$ cat src/rtl/rv_ifu.sv
// Instruction fetch unit: owns the fetch PC, pairs 1-cycle TCM read data with its PC, 2-entry skid FIFO to decode.
// Optional feature macro: RV_IFU_BYPASS_EN (present the in-flight word combinationally when the FIFO is empty).
`ifndef MXLEN
`define MXLEN 32
`endif

module rv_ifu #(
  parameter logic [`MXLEN-1:0] RESET_PC = {`MXLEN{1'b0}}
) (
  input  logic              clk,
  input  logic              rst_n,
  input  logic              redirect_i,
  input  logic [`MXLEN-1:0] redirect_pc_i,
  output logic [`MXLEN-1:0] itcm_pc_o,
  input  logic [31:0]       itcm_instr_i,
  output logic              if_valid_o,
  input  logic              if_ready_i,
  output logic [`MXLEN-1:0] if_pc_o,
  output logic [31:0]       if_instr_o
);
  localparam int XL = `MXLEN;

  logic [XL-1:0] r_pc;
  logic [XL-1:0] r_infl_pc;
  logic          r_infl;
  logic [1:0]    r_count;
  logic          r_head;
  logic [XL-1:0] r_fifo_pc    [2];
  logic [31:0]   r_fifo_instr [2];

  logic          w_bypass;
  logic          w_pop;
  logic          w_fifo_pop;
  logic          w_push;
  logic          w_issue;
  logic [2:0]    w_occ;
  logic          w_wr_idx;
  logic [XL-1:0] w_redirect_pc;

`ifdef RV_IFU_BYPASS_EN
  assign w_bypass = (r_count == 2'd0) && r_infl && !redirect_i;
`else
  assign w_bypass = 1'b0;
`endif

  assign itcm_pc_o  = r_pc;
  assign if_valid_o = (r_count != 2'd0) || w_bypass;
  assign if_pc_o    = w_bypass ? r_infl_pc    : r_fifo_pc[r_head];
  assign if_instr_o = w_bypass ? itcm_instr_i : r_fifo_instr[r_head];

  assign w_pop      = if_valid_o && if_ready_i;
  // A bypassed word that is accepted never enters the FIFO, so only FIFO-sourced pops move the head.
  assign w_fifo_pop = w_pop && (r_count != 2'd0);
  assign w_push     = r_infl && !redirect_i && !(w_bypass && w_pop);
  assign w_occ      = {1'b0, r_count} + {2'b00, r_infl} - {2'b00, w_pop};
  assign w_issue    = !redirect_i && (w_occ < 3'd2);
  assign w_wr_idx   = r_head ^ r_count[0];
  assign w_redirect_pc = redirect_pc_i & ~{{(XL-2){1'b0}}, 2'b11};

  always_ff @(posedge clk or negedge rst_n) begin
    if (!rst_n) begin
      r_pc      <= RESET_PC;
      r_infl    <= 1'b0;
      r_infl_pc <= '0;
      r_count   <= 2'd0;
      r_head    <= 1'b0;
    end else if (redirect_i) begin
      r_pc    <= w_redirect_pc;
      r_infl  <= 1'b0;
      r_count <= 2'd0;
      r_head  <= 1'b0;
    end else begin
      r_infl <= w_issue;
      if (w_issue) begin
        r_infl_pc <= r_pc;
        r_pc      <= r_pc + XL'(4);
      end
      r_count <= r_count + {1'b0, w_push} - {1'b0, w_fifo_pop};
      if (w_fifo_pop) r_head <= ~r_head;
    end
  end

  genvar gi;
  generate
    for (gi = 0; gi < 2; gi++) begin : g_fifo
      always_ff @(posedge clk or negedge rst_n) begin
        if (!rst_n) begin
          r_fifo_pc[gi]    <= '0;
          r_fifo_instr[gi] <= '0;
        end else if (w_push && (w_wr_idx == 1'(gi))) begin
          r_fifo_pc[gi]    <= r_infl_pc;
          r_fifo_instr[gi] <= itcm_instr_i;
        end
      end
    end
  endgenerate

endmodule

$ cat config.mk
export PLATFORM = sky130hd
export DESIGN_NAME = rv_ifu
export DESIGN_NICKNAME = d
export VERILOG_FILES = /design/src/rtl/rv_ifu.sv
export SDC_FILE = /design/constraint.sdc
export NUM_CORES = 1
export LEC_CHECK = 0
export ABC_CLOCK_PERIOD_IN_PS = 3250
export CAP_MARGIN = 20
export CORE_MARGIN = 2
export CORE_UTILIZATION = 25
export DETAILED_ROUTE_END_ITERATION = 12
export PLACE_DENSITY = 0.5
export RECOVER_POWER = 50
export SETUP_SLACK_MARGIN = 0.3
export SYNTH_ARGS = -nofsm -noshare
export SYNTH_HDL_FRONTEND = slang
export SYNTH_SLANG_ARGS = --single-unit
$ cat constraint.sdc
create_clock -name clk -period 3.25 [get_ports clk]
set_clock_uncertainty 0.2 [all_clocks]
set_input_delay 0.65 -clock clk [delete_from_list [all_inputs] [get_ports clk]]
set_output_delay 0.65 -clock clk [all_outputs]
set_load 0.005 [all_outputs]
==> run_results.csv, run 1 <==
group,metric,value,unit
status,status,"complete, but fails checks",
status,violations,"capacitance limit, slew limit, setup timing",
run,maxCapViolCount,1,
timing,slew_viol_final,70,
global_route,grt_antenna_before_repair,0,
floorplanning,core_area,0.0335,sq mm
floorplanning,die_w,189,um
route,wire_per_inst,17.6,um
clock_network,clock_sinks,188,
route,vias_per_cell,4.57,
clock_network,cts_root_buffer,"clkbuf_16",
critical_path,end_kind,"flop",
critical_path,setup.worst_path.start,"r_count[1]",
floorplanning,start_util,25.4,%
layout,multiInputGateArea,0.00380,sq mm
place,dp_cells,1244,
timing,fmax,306,MHz
clock_network,clk_pin_slew,0.07,ns
clock_network,clk_latency,0.43,ns
global_route,grt_max_degree,70,
floorplanning,ioPinCount,165,
critical_path,crit_fanout,7,
critical_path,worst_setup_path_start_kind,"flop",
route,first_pass_iters,5,
timing,worstMarginPinSlew,1.74,ns
timing,finalHoldViolations,0,
place,preCtsSetupSlack,-0.584,ns
yosys,ys_ff_latch,188,
worst_hold_path,min_path_type,"reg2reg",
yosys,ys.warnings.count,0,
place,place_congestion,0.736,
power_and_ir_drop,leakage,4.69,nW
power_and_ir_drop,p_total,10.7,mW
floorplanning,die_area,0.0355,sq mm
yosys,async_flop_share,100,%
yosys,synth_edf_count,0,
clock_network,htree_levels,4,
timing,maxSlewHeadroom,-15.7,%
timing,hold_ws,0.303,ns
place,numPortBuffers,158,
clock_network,numCtsBuffers,17,
timing,grt_setup_unrepaired,"yes",
critical_path,r2r-end,"itcm_pc_o[24]",
power_and_ir_drop,max-vdd-ir-drop,0.000415,V
layout,syn_to_final_growth,38.4,%
route,dr_total_vias,5927,
yosys,syn_avg_cell_area,13.3,sq um
layout,stdcell_count,1297,
layout,antennaDiodeCount,0,
route,wirelength,22800,um
route,route.antenna.remaining_nets,0,
yosys,netlist_area,0.00851,sq mm
clock_network,cts_hold_buf,0,
clock_network,cts_tree,"done",
layout,seq_area,0.00471,sq mm
critical_path,worstPathArrival,3.42,ns
critical_path,r2r_setup_slack,-0.02,ns
critical_path,reg2reg_depth,10,
timing,timing.final.crit_share,101,%
layout,nets,911,
timing,final.setup.worst_slack,-0.0182,ns
critical_path,crit_end,"itcm_pc_o[24]",
timing,setup_viol,5,
critical_path,cp_data_required_time,3.40,ns
place,dp_hpwl,15100,um
route,drc_errors,0,
floorplanning,die_h,189,um
power_and_ir_drop,powerDensity,908,mW/mm^2
global_route,grt_first_pass_wirelength,36600,um
yosys,synth_cells,642,
yosys,synth_cell_types,40,
global_route,grt_use_total,13.3,%
global_route,grt_overflow,0,
layout,drive_above_1_share,38.4,%
yosys,synthFlopType,"dfrtp_1",
global_route,first_global_vias,6120,
layout,n_fill_cell,3327,
timing,finalCriticalPeriod,3.27,ns
clock_network,cts_max_path_buffers,2,
yosys,yosysSeqAreaShare,55.3,%
critical_path,r2r-start,"r_count[1]",
critical_path,crit_type,"reg2reg",
route,drt_iter0_drc,275,
floorplanning,num_rows,67,
## sequential cells by signal, summed over array words and instances (netlist names)
name / count
r_count: 2
itcm_pc_o: 30
r_infl_pc: 30
r_infl: 1
r_head: 1
r_fifo_instr: 64
r_fifo_pc: 60
## layout make-up
cell class | instances | area share [%]
multi-input combinational | 411 | 32.3
clock buffer | 21 | 3.74
tap | 448 | 4.76
inverter | 8 | 0.255
sequential | 188 | 40.0
timing repair buffer | 212 | 18.4
clock inverter | 9 | 0.563
## worst min-delay path by stage
stage                     startpoint                to  slack (ns)  cells after the start
floorplan                      rst_n     itcm_pc_o[10]        0.15                      0
global placement    r_fifo_instr[14]  r_fifo_instr[14]        0.28                      1
detailed placement  r_fifo_instr[19]  r_fifo_instr[19]        0.29                      1
CTS                            rst_n   r_fifo_instr[2]        0.02                      1
global route        r_fifo_instr[11]  r_fifo_instr[11]        0.32                      1
finish               r_fifo_instr[5]   r_fifo_instr[5]        0.30                      1
## cell families after synthesis
group                    Yosys count  share of synthesized area (%)
multiplexers                     214                           28.3
adder cells (fa/ha/maj)            5                          0.823
AND/OR/NAND/NOR                  121                           7.81
XOR/XNOR                          13                           1.34
buffers and inverters             47                           2.44
AO/OA/AOI/OAI                     53                           3.98
flip-flops                       188                           55.3
other                              1                         0.0441
## cells in the final DEF, fill, tap and decap left out, types with 3 or more instances in the layout
cell type          n
inv_1              7
ha_1               3
clkbuf_1           6
o31ai_1           10
xnor2_1            7
buf_16             3
nor2_1            23
conb_1             4
buf_12             8
clkdlybuf4s50_1  154
nor2b_1            3
nand2_1           28
clkbuf_2           4
or4_4              6
buf_4             26
nand4_1            8
dfrtp_1          186
inv_6              3
xor2_1             4
o21ai_1            5
a31oi_1           16
mux2_2           213
and4_1             4
or4_1             13
o21ai_0           11
buf_6              9
clkinvlp_4         4
or4b_4             3
clkbuf_16         17
or3_1              3
nand3_1           10
o211ai_1           4
nor3_1             3
## cells in the mapped netlist, types with 2 or more instances
library cell,number,share of area (%)
and2_1,3,0.22
buf_2,7,0.41
nand3_1,13,0.76
and3_1,3,0.22
buf_1,3,0.13
or4_1,18,1.6
o21ai_0,16,0.94
nor2_1,23,1.0
nor2b_1,3,0.22
xor2_1,5,0.51
dfrtp_1,188,55
a22oi_1,2,0.18
o211ai_1,4,0.35
clkbuf_1,24,1.1
xnor2_1,8,0.82
or4b_2,2,0.24
ha_1,4,0.59
o31ai_1,13,1.1
nor4_1,2,0.15
mux2_2,213,28
nand4_1,8,0.59
inv_1,8,0.35
buf_4,4,0.35
nor3_1,3,0.18
and4_1,4,0.41
nand2_1,30,1.3
or3_1,3,0.22
a31oi_1,16,1.2
## metal layers
| metal | vias to the layer above | part of all wire (%) | track usage [%] |
|---|---|---|---|
| met5 | - | 0 | 0 |
| met4 | 0 | 1.0 | 2.88 |
| met3 | 16 | 6.3 | 3.97 |
| met2 | 175 | 45 | 20.5 |
| met1 | 3009 | 47 | 18.4 |
| li1 | 2727 | - | - |
## critical path: stages, from the launching register on
cell	delay, ns
dfrtp_2	0.40
or2_4	0.25
and2_4	0.17
ha_4	0.20
nand2b_4	0.13
fa_2	0.60
nand2_2	0.07
or4_4	0.44
buf_6	0.16
or4_1	0.40
a31oi_1	0.18
## metrics by stage
stage	utilization, %	setup TNS [ns]	area, sq um
final	35.1	-0.0473	11800
after global routing	35.1	-0.725	11800
after CTS	35.1	-0.0595	11800
after detailed placement	32.5	-24.39	10900
after global placement	32.5	-23.32	10900
after floorplan	-	-0.339	8610
## where the power goes
part	total, mW	internal [mW]	leakage, nW	switching (mW)
logic	4.80	3.15	2.23	1.65
clock network	1.88	0.976	0.236	0.908
registers	4.01	3.37	2.23	0.635
total	10.7	7.49	4.69	3.20
## what timing repair did
item | in CTS | in global routing
gates cloned | 5 | 0
pin swaps | 20 | 10
gates resized for setup | 24 | 16
setup buffers | 16 | 2
endpoints found under the hold margin | 0 | 0
setup endpoints to repair | 102 | 60
Power figures use the tool's default switching activity.
==> run 2, diff against run 1 <==
- TNS_END_PERCENT: default -> 30
==> run 2 against run 1 <==
The run ends with setup timing left. Combinational power is 3% lower. Total power is 0.47% higher. Core utilization is 0.34 points higher. Hold slack better by 0.00083 ns. Largest power group unchanged.
==> run_results.csv, run 2 (synthesized netlist as in run 1, its figures left out) <==
group,metric,value,unit
route,drt_iter0_drc,149,
clock_network,cts_max_path_buffers,2,
floorplanning,die_h,189,um
layout,drive_above_1_share,38.8,%
place,numPortBuffers,158,
run,maxCapViolCount,0,
timing,finalHoldViolations,0,
timing,fmax,305,MHz
critical_path,cp_top_family,"simple AND/OR/NAND/NOR gates",
critical_path,setup.worst_path.start,"if_ready_i",
critical_path,crit_fanout,7,
clock_network,clock_sinks,188,
layout,post-route-util,35.5,%
global_route,first_global_vias,6105,
layout,largest_reg_flops,64,
worst_hold_path,min_path_type,"reg2reg",
timing,worstMarginPinSlew,1.47,ns
clock_network,htree_levels,4,
worst_hold_path,hold_depth,1,
timing,final.setup.worst_slack,-0.0240,ns
clock_network,cts_tree,"done",
critical_path,max_stage_delay,0.54,ns
route,dr_total_vias,5839,
floorplanning,die_area,0.0355,sq mm
critical_path,r2r_setup_slack,0,ns
critical_path,path_buf_inv,2,
global_route,grt_first_pass_wirelength,36700,um
route,route.antenna.remaining_nets,0,
status,status,"complete, but fails checks",
floorplanning,ioPinCount,165,
global_route,grt_antenna_before_repair,0,
layout,final_common_cell,"mux2_2",
critical_path,r2r-start,"r_count[1]",
timing,grt_setup_unrepaired,"yes",
route,first_pass_iters,4,
clock_network,cts_root_buffer,"clkbuf_16",
timing,slew_viol_final,0,
critical_path,cp_slowest_cell,"or4_4",
floorplanning,num_rows,67,
timing,timing.final.crit_share,101,%
timing,maxSlewHeadroom,2.30,%
global_route,grt_use_total,13.4,%
clock_network,clk_latency,0.44,ns
global_route,grt_overflow,0,
place,place_area,0.0110,sq mm
critical_path,path_cells,"clkdlybuf4s50_1 -> and2_4 -> ha_4 -> nand2b_4 -> fa_2 -> xor2_4 -> or4_4 -> buf_6 -> or4_1 -> a31oi_1",
timing,setup_viol,3,
route,wirelength,23300,um
clock_network,clk_pin_slew,0.07,ns
critical_path,end_kind,"flop",
critical_path,cp_data_required_time,3.40,ns
critical_path,worst_setup_path_start_kind,"primary input",
timing,finalCriticalPeriod,3.27,ns
critical_path,path_depth,10,
layout,final_cell_mix,"mux2_2, dfrtp_1, clkdlybuf4s50_1",
place,place_congestion,0.763,
layout,final_area,0.0119,sq mm
power_and_ir_drop,leakage,5.02,nW
layout,top_regs,"r_fifo_instr: 64 flops, r_fifo_pc: 60 flops",
layout,antennaDiodeCount,0,
floorplanning,die_w,189,um
status,violations,"setup timing",
global_route,grt_max_degree,60,
route,drc_errors,0,
layout,top_register,"r_fifo_instr",
floorplanning,core_area,0.0335,sq mm
route,vias_per_cell,4.48,
critical_path,crit_end,"itcm_pc_o[20]",
layout,nets,916,
layout,syn_to_final_growth,39.7,%
critical_path,reg2reg_depth,10,
critical_path,crit_type,"in2reg",
timing,hold_ws,0.304,ns
floorplanning,start_util,25.4,%
critical_path,r2r-end,"itcm_pc_o[20]",
power_and_ir_drop,powerDensity,903,mW/mm^2
critical_path,worstPathArrival,3.43,ns
route,wire_per_inst,17.9,um
power_and_ir_drop,max-vdd-ir-drop,0.000439,V
place,dp_hpwl,15600,um
clock_network,numCtsBuffers,17,
layout,n_fill_cell,3344,
run 2: changes by cell type in the layout (fill, tap and decap cells not counted), sizes merged:
cell | previous run | this run
clkdlybuf4s50 | 154 | 124
clkinvlp | 4 | 3
clkinv | 2 | 7
buf | 48 | 49
dlymetal6s2s | 1 | 29
dlygate4sd3 | 1 | 3
inv | 11 | 10
bufinv | 0 | 2
dlygate4sd2 | 1 | 2
run 2: how the worst min path moves through the flow:
stage / end / start
6_report: r_fifo_instr[40] / r_fifo_instr[40]
5_1_grt: r_fifo_instr[36] / r_fifo_instr[36]
4_1_cts: r_fifo_instr[19] / r_fifo_instr[19]
3_5_place_dp: r_fifo_instr[29] / r_fifo_instr[29]
3_3_place_gp: r_fifo_instr[9] / r_fifo_instr[9]
2_1_floorplan: itcm_pc_o[10] / rst_n
run 2: routing by layer:
metal  wire length, um  global-route usage [%]
met2             10300                    20.2
met1             11500                    18.8
met5                 0                       0
met3              1240                    4.08
met4               218                    3.34
run 2: timing repair:
action                                 CTS  global route
hold buffers                             1             0
gates cloned                             3             1
pin swaps                               17             7
resized for setup                       24            50
setup endpoints to repair              106           100
endpoints found under the hold margin   47             0
buffers inserted                        10             6
run 2: layout make-up:
cell class	count	area [sq um]	area share, %
multi-input combinational	411	3790	31.8
timing repair buffer	217	2230	18.8
clock buffer	18	429	3.61
inverter	8	30.0	0.252
sequential	188	4710	39.6
clock inverter	14	146	1.23
tap	448	561	4.71
run 2: through the flow:
step / setup TNS (ns) / setup WS, ns / total power [mW] / std cells
final: -0.0513 / -0.0240 / 10.7 / 1304
after global routing: -0.744 / -0.0966 / 11.5 / 1304
after CTS: -0.0263 / -0.0251 / 10.8 / 1297
after detailed placement: -17.89 / -0.532 / 8.49 / 1251
after global placement: -16.39 / -0.489 / 8.42 / 1251
after floorplan: -0.339 / -0.0640 / 6.21 / 645
run 2: worst reg2reg max path, cell delays in order (launching register included):
cell      delay, ns
dfrtp_2        0.40
or2_4          0.25
and2_4         0.15
ha_4           0.20
nand2b_4       0.13
fa_2           0.39
xor2_4         0.17
or4_4          0.54
buf_6          0.16
or4_1          0.39
a31oi_1        0.19
run 2: report_power, final:
group	switching [mW]	internal [mW]	leakage, nW	total [mW]
sequential	0.623	3.37	2.23	3.99
clock	0.947	1.14	0.276	2.08
combinational	1.65	3.02	2.52	4.67
total	3.22	7.53	5.02	10.7
